**src/rtl/bit_serial_adder.sv**
```systemverilog
// -----------------------------------------------------------------------------
// bit_serial_adder
//
// LSB-first sequential adder. The operands are loaded into shift registers and
// summed one bit per clock through a single full-adder slice: two half_adder
// cells plus an OR. A flip-flop carries the carry from one bit to the next.
// This costs WIDTH cycles of latency but needs only one full-adder slice,
// whatever WIDTH is.
//
// Parameters
//   WIDTH        operand/sum width in bits (1..32)
//
// Ports
//   clk          rising-edge clock
//   rst          synchronous active-high reset
//   start        request a new addition (only looked at in IDLE)
//   a, b         operands, captured on the accepting edge
//   carryInput   carry-in, captured on the accepting edge
//   busy         high while bits are being processed (SHIFT)
//   done         one-cycle pulse; sum/carryOutput hold the new result
//   sum          registered result of the last completed addition
//   carryOutput  registered carry-out of the last completed addition
// -----------------------------------------------------------------------------

// Half adder: the building block of the full-adder slice.
module half_adder (
  input  logic x,
  input  logic y,
  output logic s,
  output logic c
);
  assign s = x ^ y;
  assign c = x & y;
endmodule

module bit_serial_adder #(
  parameter int WIDTH = 8
) (
  input  logic             clk,
  input  logic             rst,
  input  logic             start,
  input  logic [WIDTH-1:0] a,
  input  logic [WIDTH-1:0] b,
  input  logic             carryInput,
  output logic             busy,
  output logic             done,
  output logic [WIDTH-1:0] sum,
  output logic             carryOutput
);

  localparam int CNT_W = $clog2(WIDTH + 1);

  localparam logic [1:0] IDLE  = 2'd0;
  localparam logic [1:0] SHIFT = 2'd1;
  localparam logic [1:0] DONE  = 2'd2;

  logic [1:0]       state;
  logic [WIDTH-1:0] a_reg;
  logic [WIDTH-1:0] b_reg;
  logic [WIDTH-1:0] acc_reg;
  logic             carry_reg;
  logic [CNT_W-1:0] bit_count;

  // Full-adder slice on the current LSBs.
  logic prop;
  logic gen0;
  logic bit_sum;
  logic gen1;
  logic bit_carry;

  half_adder u_ha0 (
    .x (a_reg[0]),
    .y (b_reg[0]),
    .s (prop),
    .c (gen0)
  );

  half_adder u_ha1 (
    .x (prop),
    .y (carry_reg),
    .s (bit_sum),
    .c (gen1)
  );

  assign bit_carry = gen0 | gen1;

  // Accumulator after this cycle's bit enters at the MSB. Concatenating and
  // slicing keeps this valid for WIDTH=1, where acc_reg[WIDTH-1:1] would be
  // an empty range.
  logic [WIDTH:0]   acc_cat;
  logic [WIDTH-1:0] acc_next;

  assign acc_cat  = {bit_sum, acc_reg};
  assign acc_next = acc_cat[WIDTH:1];

  logic last_bit;
  assign last_bit = (bit_count == CNT_W'(WIDTH - 1));

  always_ff @(posedge clk) begin
    if (rst) begin
      state       <= IDLE;
      a_reg       <= '0;
      b_reg       <= '0;
      acc_reg     <= '0;
      carry_reg   <= 1'b0;
      bit_count   <= '0;
      sum         <= '0;
      carryOutput <= 1'b0;
    end else begin
      case (state)
        IDLE: begin
          if (start) begin
            a_reg     <= a;
            b_reg     <= b;
            carry_reg <= carryInput;
            acc_reg   <= '0;
            bit_count <= '0;
            state     <= SHIFT;
          end
        end

        SHIFT: begin
          a_reg     <= a_reg >> 1;
          b_reg     <= b_reg >> 1;
          acc_reg   <= acc_next;
          carry_reg <= bit_carry;
          bit_count <= bit_count + 1'b1;
          // Outputs are only ever written with the finished result, so a
          // partial sum is never visible.
          if (last_bit) begin
            sum         <= acc_next;
            carryOutput <= bit_carry;
            state       <= DONE;
          end
        end

        DONE: begin
          state <= IDLE;
        end

        default: begin
          state <= IDLE;
        end
      endcase
    end
  end

  assign busy = (state == SHIFT);
  assign done = (state == DONE);

endmodule

```
**config.mk**
```make
export PLATFORM = sky130hd
export DESIGN_NAME = bit_serial_adder
export DESIGN_NICKNAME = d
export VERILOG_FILES = /design/src/rtl/bit_serial_adder.sv
export SDC_FILE = /design/constraint.sdc
export NUM_CORES = 1
export LEC_CHECK = 0
export CAP_MARGIN = 20
export CORE_UTILIZATION = 40
export CTS_CLUSTER_SIZE = 20
export DETAILED_ROUTE_END_ITERATION = 8
export SLEW_MARGIN = 5
export SYNTH_ARGS = -nofsm -noshare
export SYNTH_HDL_FRONTEND = slang
export SYNTH_SLANG_ARGS = --single-unit
export TNS_END_PERCENT = 100
```
**constraint.sdc**
```tcl
create_clock -name clk -period 2.5 [get_ports clk]
set_input_delay 0.75 -clock clk [delete_from_list [all_inputs] [get_ports clk]]
set_output_delay 0.75 -clock clk [all_outputs]
set_load 0.03 [all_outputs]
```
# After elaboration in Yosys (flattened, before gate mapping)
# Index checks and enable logic that the tools add are counted.
# word_totals
word_cells	37
regBits	40
# op_classes
bitwise	5
n_addsub	1
reduce_logical	5
n_eq_ne	5
muxes	13
# op_table
cell	n
8-bit case mux with 2 select lines	3
8-bit 2-to-1 mux	3
4-bit case mux with 2 select lines	1
2-bit AND reduction	3
4-bit by 1-bit adder with 4-bit output, second input constant	1
4-bit by 3-bit equality test with 1-bit output, second input constant	1
2-bit 2-to-1 mux	2
4-bit 2-to-1 mux	1
2-bit case mux with 2 select lines	1
1-bit AND	2
2-bit by 1-bit equality test with 1-bit output, second input constant	1
2-bit equality test, second input constant	1
2-bit logical NOT	1
2-bit by 1-bit != test with 1-bit output, second input constant	1
2-bit != test, second input constant	1
1-bit case mux with 2 select lines	1
2-bit nonzero test	1
1-bit bitwise XOR	2
1-bit 2-to-1 mux	1
1-bit bitwise OR	1

# Longest topological paths before layout
# Gate-level depths: netlist (run 1).
# logic_depth
depth_word	4
mapped_depth	5
ltp_nobuf	4

# Hierarchy
# A second synthesis (run 1) with hierarchy kept.
# hier_totals
cells_unflattened	174
hier_area_um2	1687.9
# modules_own_cells
module	seq_area_each_um2	instances	area_per_inst_um2	cells_each
bit_serial_adder	780.7	1	1662.8	172
half_adder	0.0	2	12.5	1

# Worst setup path before layout (run 1)
# OpenSTA, ideal clock, no wires.
# synth_path
path_type	register to output
from	reg state[1]
to	out done
setup_slack_ps	620
t_arrival_ps	1130
stages_incl_launch_ff	4
n_path_buf	1
path_cell_list	dfxtp_1 -> inv_1 -> clkbuf_1 -> nor2_1
# synth_via
elab_chain_len	1
# synth_rtl
element	line_no	rtl
start, declared	57	logic [1:0] state;
start signal, assigned	101	state <= IDLE;
start signal, assigned	118	state <= SHIFT;
start signal, assigned	133	state <= DONE;
2-bit equality test	149	assign done = (state == DONE);
end, declared	46	output logic done,
# Every way passes these cells.

# Worst setup path after layout (run 1)
# layout_path
from	reg state[1]
to	out busy
# layout_via
elab_chain_len	1
# layout_rtl
element	line_no	rtl
2-bit by 1-bit equality test with 1-bit output	148	assign busy = (state == SHIFT);
end, declared	45	output logic busy,
# Every way passes these cells.

==> impl_metrics.csv, run 1 <==
group,metric,value,unit
cts,cts_made_buffers,5,
worst_setup_path,worstSetupPathType,"reg -> out",
worst_setup_path,path_max_fanout,5,
timing,worst_pin_slew,594,ps
floorplanning,rows,23,
timing,hold_violations,0,
power_and_ir_drop,seq_power_share,54.1,%
yosys,syn_nets,189,
cts,cts_num_sinks,39,
placed_design,port_buffers,30,
power_and_ir_drop,peakVddDrop,0.254,mV
finish,area_growth,23.8,%
finish,num_antenna_cells,0,
worst_setup_path,critPathBufInv,2,
floorplanning,core_area,4030,µm²
finish,layout.cells.non_filler,247,
timing,slew_viol_final,0,
detailed_routing,first_iter_violations,36,
global_routing,grt_max_degree,25,
status,status,"finished, final reports clean",
worst_setup_path,worstPathArrival,1640,ps
timing,hold_slack,476,ps
flow_run,cap_viol_max_count,0,
power_and_ir_drop,p_sw_share,25.0,%
timing,period_share,95.7,%
floorplanning,io_pins,31,
power_and_ir_drop,cellPowerDensity,604,nW/µm²
worst_setup_path,cp-start-kind,"register",
timing,max_slew_margin,60.4,%
yosys,synth-seq-cells,39,
placed_design,gp_congestion,0.771,
placed_design,placed_cell_area,2000,µm²
yosys,syn_avg_cell_area,10.1,µm²
cts,post_cts.repair.setup_buffers,0,
yosys,synth_area,1680,µm²
timing,finalCriticalPeriod,2390,ps
worst_setup_path,cp_cell_sequence,"nand2b_2 > inv_1 > clkdlybuf4s50_1",
global_routing,grt-ovfl-total,0,
timing,max_freq,0.418,GHz
worst_setup_path,slowest_stage,"clkdlybuf4s50_1",
global_routing,grt_pass1_wl,5.64,mm
placed_design,hpwlAfterDp,2.42,mm
finish,utilization,51.7,%
finish,final_area,2080,µm²
floorplanning,die_y,66.8,µm
global_routing,grt_pass1_vias,1260,
floorplanning,start_util,41.7,%
global_routing,track_usage,17.3,%
yosys,yosysWarningCount,0,
timing,rsz0062_at_grt,"false",
cts,clk_pin_slew,70,ps
detailed_routing,via_count,1308,
worst_setup_path,critical-path-top-delay-family,"buffers and inverters",
detailed_routing,routed_wl,3.39,mm
yosys,syn_inst,167,
detailed_routing,ant_nets,0,
hold_path,holdCritPathClass,"reg -> reg",
worst_setup_path,end_kind,"primary output",
yosys,synth.distinct_cells,30,
power_and_ir_drop,p_comb_share,14.0,%
detailed_routing,drc,0,
worst_setup_path,crit_path_max_incr_delay,670,ps
finish,drive_gt1_share,8.12,%
power_and_ir_drop,internal_power,0.944,mW
placed_design,dp.cells,239,
detailed_routing,post_drt_via_cell_ratio,5.30,
timing,setup_viol,0,
power_and_ir_drop,totalPowerFinal,1.26,mW
cts,cts_tree,"done",
yosys,yosys-top-cells-area,"dfxtp_1 (46%), nand2b_1 (7.8%), a211oi_1 (5.8%)",
timing,clock_skew,6.91,ps
cts,htreeDepth,2,
timing,setup_tns,0,ps
power_and_ir_drop,leakage,0.774,nW
yosys,synth_top_area_share,46.4,%
detailed_routing,wl_per_cell,13.7,µm
power_and_ir_drop,clkPwrFrac,31.8,%
yosys,ys_seq_area_share,46.4,%
cts,cts_resized,0,
worst_setup_path,cp.required,1750,ps
floorplanning,dieArea,4470,µm²
yosys,synth_largest_area_cell,"dfxtp_1",
cts,clk_latency,280,ps
power_and_ir_drop,p_sw,0.315,mW
floorplanning,chipWidth,66.8,µm
cts,holdBufCountCts,0,
cts,clockRootBuffer,"clkbuf_8",
placed_design,dp_worst_setup_slack,208,ps
cts,clock_path_buffers,2,
timing,layout_setup_ws,109,ps
detailed_routing,dr.pass1.iters,4,
global_routing,grt_antenna_before_repair,0,
finish,nets,218,
==> path summary, 6_finish.rpt <==
kind / startpoint / slack (ps) / cells after the start / endpoint
worst max register to register: bit_count[0] / 850 / 4 / sum[4]
worst min register to register: sum[5] / 480 / 2 / sum[5]
worst max-delay path: state[1] / 110 / 3 / busy
worst min-delay path: sum[5] / 480 / 2 / sum[5]
==> Yosys cell counts <==
cell type   n
a211oi_1   13
a21o_1      1
a221o_1     3
a22o_1     10
a31oi_1     2
and2_1      3
and3_1      1
buf_2       4
buf_4       4
buf_6       2
clkbuf_1    3
dfxtp_1    39
fa_1        1
ha_1        1
inv_1       3
mux2i_1     9
nand2_1     1
nand2b_1   21
nand2b_2    1
nand3_1     2
nand3b_1    2
nor2_1     21
nor2_2      1
nor2_4      1
nor2b_1     3
nor4b_4     1
o21ba_4     1
o22ai_1     5
o2bb2ai_1   7
or3_1       1
==> worst reg2reg max path, stage by stage (launching register included) <==
cell     delay, ps
dfxtp_1        380
ha_1           190
nor2b_1        180
and3_1         560
mux2i_1        260
==> power groups by stage <==
stage	clock [mW]	combinational (mW)	sequential (mW)
floorplan	0	0.130	0.687
global placement	0	0.174	0.695
detailed placement	0	0.179	0.695
CTS	0.414	0.179	0.681
global route	0.451	0.195	0.686
finish	0.401	0.177	0.681
==> metal layers <==
metal  up-vias  GRT usage, %  part of all wire [%]
met5         -             0                     0
met4         0          5.59                  0.56
met3         2          5.14                   4.4
met2        34          29.0                    47
met1       611          20.8                    48
li1        661             -                     -
==> logic make-up after synthesis <==
logic type                 share of synthesized area, %
buffers and inverters                              5.65
DFF                                                46.4
adders and majority gates                          1.93
and+or+nand+nor                                    20.2
AOI/OAI and AO/OA                                  20.5
muxes                                              5.36
==> placed cells by master, fill, tap and decap left out, drive strengths merged <==
cell / synthesis / routed
a211oi: 13 / 13
a21o: 1 / 1
a221o: 3 / 3
a22o: 10 / 10
a31oi: 2 / 2
and2: 3 / 3
and3: 1 / 1
buf: 10 / 5
clkbuf: 3 / 7
clkdlybuf4s50: 0 / 29
clkinv: 0 / 1
dfxtp: 39 / 39
dlymetal6s2s: 0 / 1
fa: 1 / 1
ha: 1 / 1
inv: 3 / 3
mux2i: 9 / 9
nand2: 1 / 1
nand2b: 22 / 22
nand3: 2 / 2
nand3b: 2 / 2
nor2: 23 / 23
nor2b: 3 / 3
nor4b: 1 / 1
o21ba: 1 / 1
o22ai: 5 / 5
o2bb2ai: 7 / 7
or3: 1 / 1
==> final cells by class <==
cell class / instances / area, µm²
inverters: 3 / 11.3
multi-input cells: 112 / 806
well taps: 50 / 62.6
clock buffers: 7 / 76.3
clock inverters: 1 / 5.00
repair buffers: 35 / 340
flip-flops and latches: 39 / 781
fillers: 366 / 1950
Power figures use the tool's default switching activity.
==> run 2: changes to the inputs <==
--- a/config.mk
+++ b/config.mk
@@ -9,6 +9,7 @@
 export CORE_UTILIZATION = 40
 export CTS_CLUSTER_SIZE = 20
 export DETAILED_ROUTE_END_ITERATION = 8
+export MAX_ROUTING_LAYER = met4
 export SLEW_MARGIN = 5
 export SYNTH_ARGS = -nofsm -noshare
 export SYNTH_HDL_FRONTEND = slang
==> impl_metrics.csv, run 2 (same netlist as run 1, synthesis figures left out) <==
group,metric,value,unit
worst_setup_path,cp-start-kind,"register",
floorplanning,rows,23,
cts,cts_tree,"done",
timing,hold_violations,0,
finish,final_common_cell,"dfxtp_1",
floorplanning,dieArea,4470,µm²
floorplanning,io_pins,31,
cts,clk_pin_slew,70,ps
timing,max_freq,0.419,GHz
worst_setup_path,worstPathArrival,1640,ps
cts,clock_path_buffers,2,
cts,holdBufCountCts,0,
global_routing,grt_max_degree,25,
placed_design,port_buffers,30,
timing,clock_skew,7.55,ps
global_routing,grt_pass1_wl,5.66,mm
finish,drive_gt1_share,8.12,%
worst_setup_path,cp.required,1750,ps
global_routing,grt_pass1_vias,1256,
detailed_routing,ant_nets,0,
floorplanning,start_util,41.7,%
detailed_routing,wl_per_cell,13.7,µm
power_and_ir_drop,leakage,0.774,nW
cts,clockRootBuffer,"clkbuf_8",
finish,nets,218,
finish,num_antenna_cells,0,
detailed_routing,via_count,1280,
placed_design,gp_congestion,0.782,
global_routing,met1_usage,20.9,%
timing,max_slew_margin,60.6,%
status,status,"finished, final reports clean",
worst_setup_path,slowest_stage,"clkdlybuf4s50_1",
global_routing,grtUsageMet2,28.9,%
worst_setup_path,crit_path_max_incr_delay,670,ps
global_routing,track_usage,17.7,%
floorplanning,chipWidth,66.8,µm
detailed_routing,dr.pass1.iters,4,
global_routing,grt.busiest_layer,"met2",
timing,slew_viol_final,0,
timing,setup_tns,0,ps
cts,cts_made_buffers,5,
detailed_routing,drc,0,
global_routing,grt.met3_usage,5.14,%
floorplanning,core_area,4030,µm²
detailed_routing,first_iter_violations,34,
cts,cts_num_sinks,39,
global_routing,grt-ovfl-total,0,
hold_path,holdCritPathClass,"reg -> reg",
flow_run,cap_viol_max_count,0,
finish,final_cell_mix,"dfxtp_1 (39), clkdlybuf4s50_1 (29), nor2_1 (21), nand2b_1 (21), a211oi_1 (13)",
worst_setup_path,cp_cell_sequence,"nand2b_2 > inv_1 > clkdlybuf4s50_1",
cts,htreeDepth,2,
cts,post_cts.repair.setup_buffers,0,
power_and_ir_drop,peakVddDrop,0.255,mV
timing,setup_viol,0,
cts,clk_latency,290,ps
timing,finalCriticalPeriod,2390,ps
power_and_ir_drop,cellPowerDensity,605,nW/µm²
timing,worst_pin_slew,591,ps
global_routing,grt_antenna_before_repair,0,
timing,period_share,95.6,%
detailed_routing,routed_wl,3.38,mm
detailed_routing,post_drt_via_cell_ratio,5.18,
timing,hold_slack,476,ps
timing,rsz0062_at_grt,"false",
cts,cts_resized,0,
worst_setup_path,path_max_fanout,5,
placed_design,hpwlAfterDp,2.42,mm
floorplanning,die_y,66.8,µm
worst_setup_path,end_kind,"primary output",
finish,area_growth,23.8,%
worst_setup_path,worstSetupPathType,"reg -> out",
-- run 2: cell counts in the layout (fill, tap and decap cells not counted) --
Identical to the previous run, type by type.
-- run 2: worst paths after layout --
path / cells past startpoint / endpoint / slack (ps) / from
max reg2reg: 4 / sum[4] / 850 / bit_count[0]
min reg2reg: 2 / sum[5] / 480 / sum[5]
max: 3 / busy / 110 / state[1]
min: 2 / sum[5] / 480 / sum[5]
-- run 2: worst max-delay path, delay by kind of cell, from the launching register on --
family                 cells  cell delay (ps)
buffers and inverters      2              760
AND/OR/NAND/NOR            1              230
flip-flops                 1              370
-- run 2: per-stage QoR --
stage | power, mW | utilization, % | setup WS [ps] | instances | cell area [µm²]
2_1_floorplan | 0.817 | - | 620 | 167 | 1680
3_3_place_gp | 0.869 | 49.6 | 261 | 239 | 2000
3_5_place_dp | 0.873 | 49.6 | 208 | 239 | 2000
4_1_cts | 1.27 | 51.6 | 93.5 | 247 | 2080
5_1_grt | 1.33 | 51.7 | 46.3 | 247 | 2080
6_report | 1.26 | 51.7 | 111 | 247 | 2080
-- run 2: cell type report --
class                   count  area, µm²
clock inverters             1       5.00
multi-input cells         112        806
repair buffers             35        340
well taps                  50       62.6
inverters                   3       11.3
flip-flops and latches     39        781
fillers                   366       1950
clock buffers               7       76.3
-- run 2: where the power goes --
part | switching, mW | internal [mW] | total, mW
Sequential | 0.0242 | 0.657 | 0.681
Combinational | 0.0855 | 0.0911 | 0.177
Clock | 0.206 | 0.196 | 0.402
-- run 2: routing by layer --
layer	vias to the layer above	share of wire [%]
li1	662	-
met1	588	48
met2	28	47
met3	2	4.1
met4	0	0.56
met5	-	0
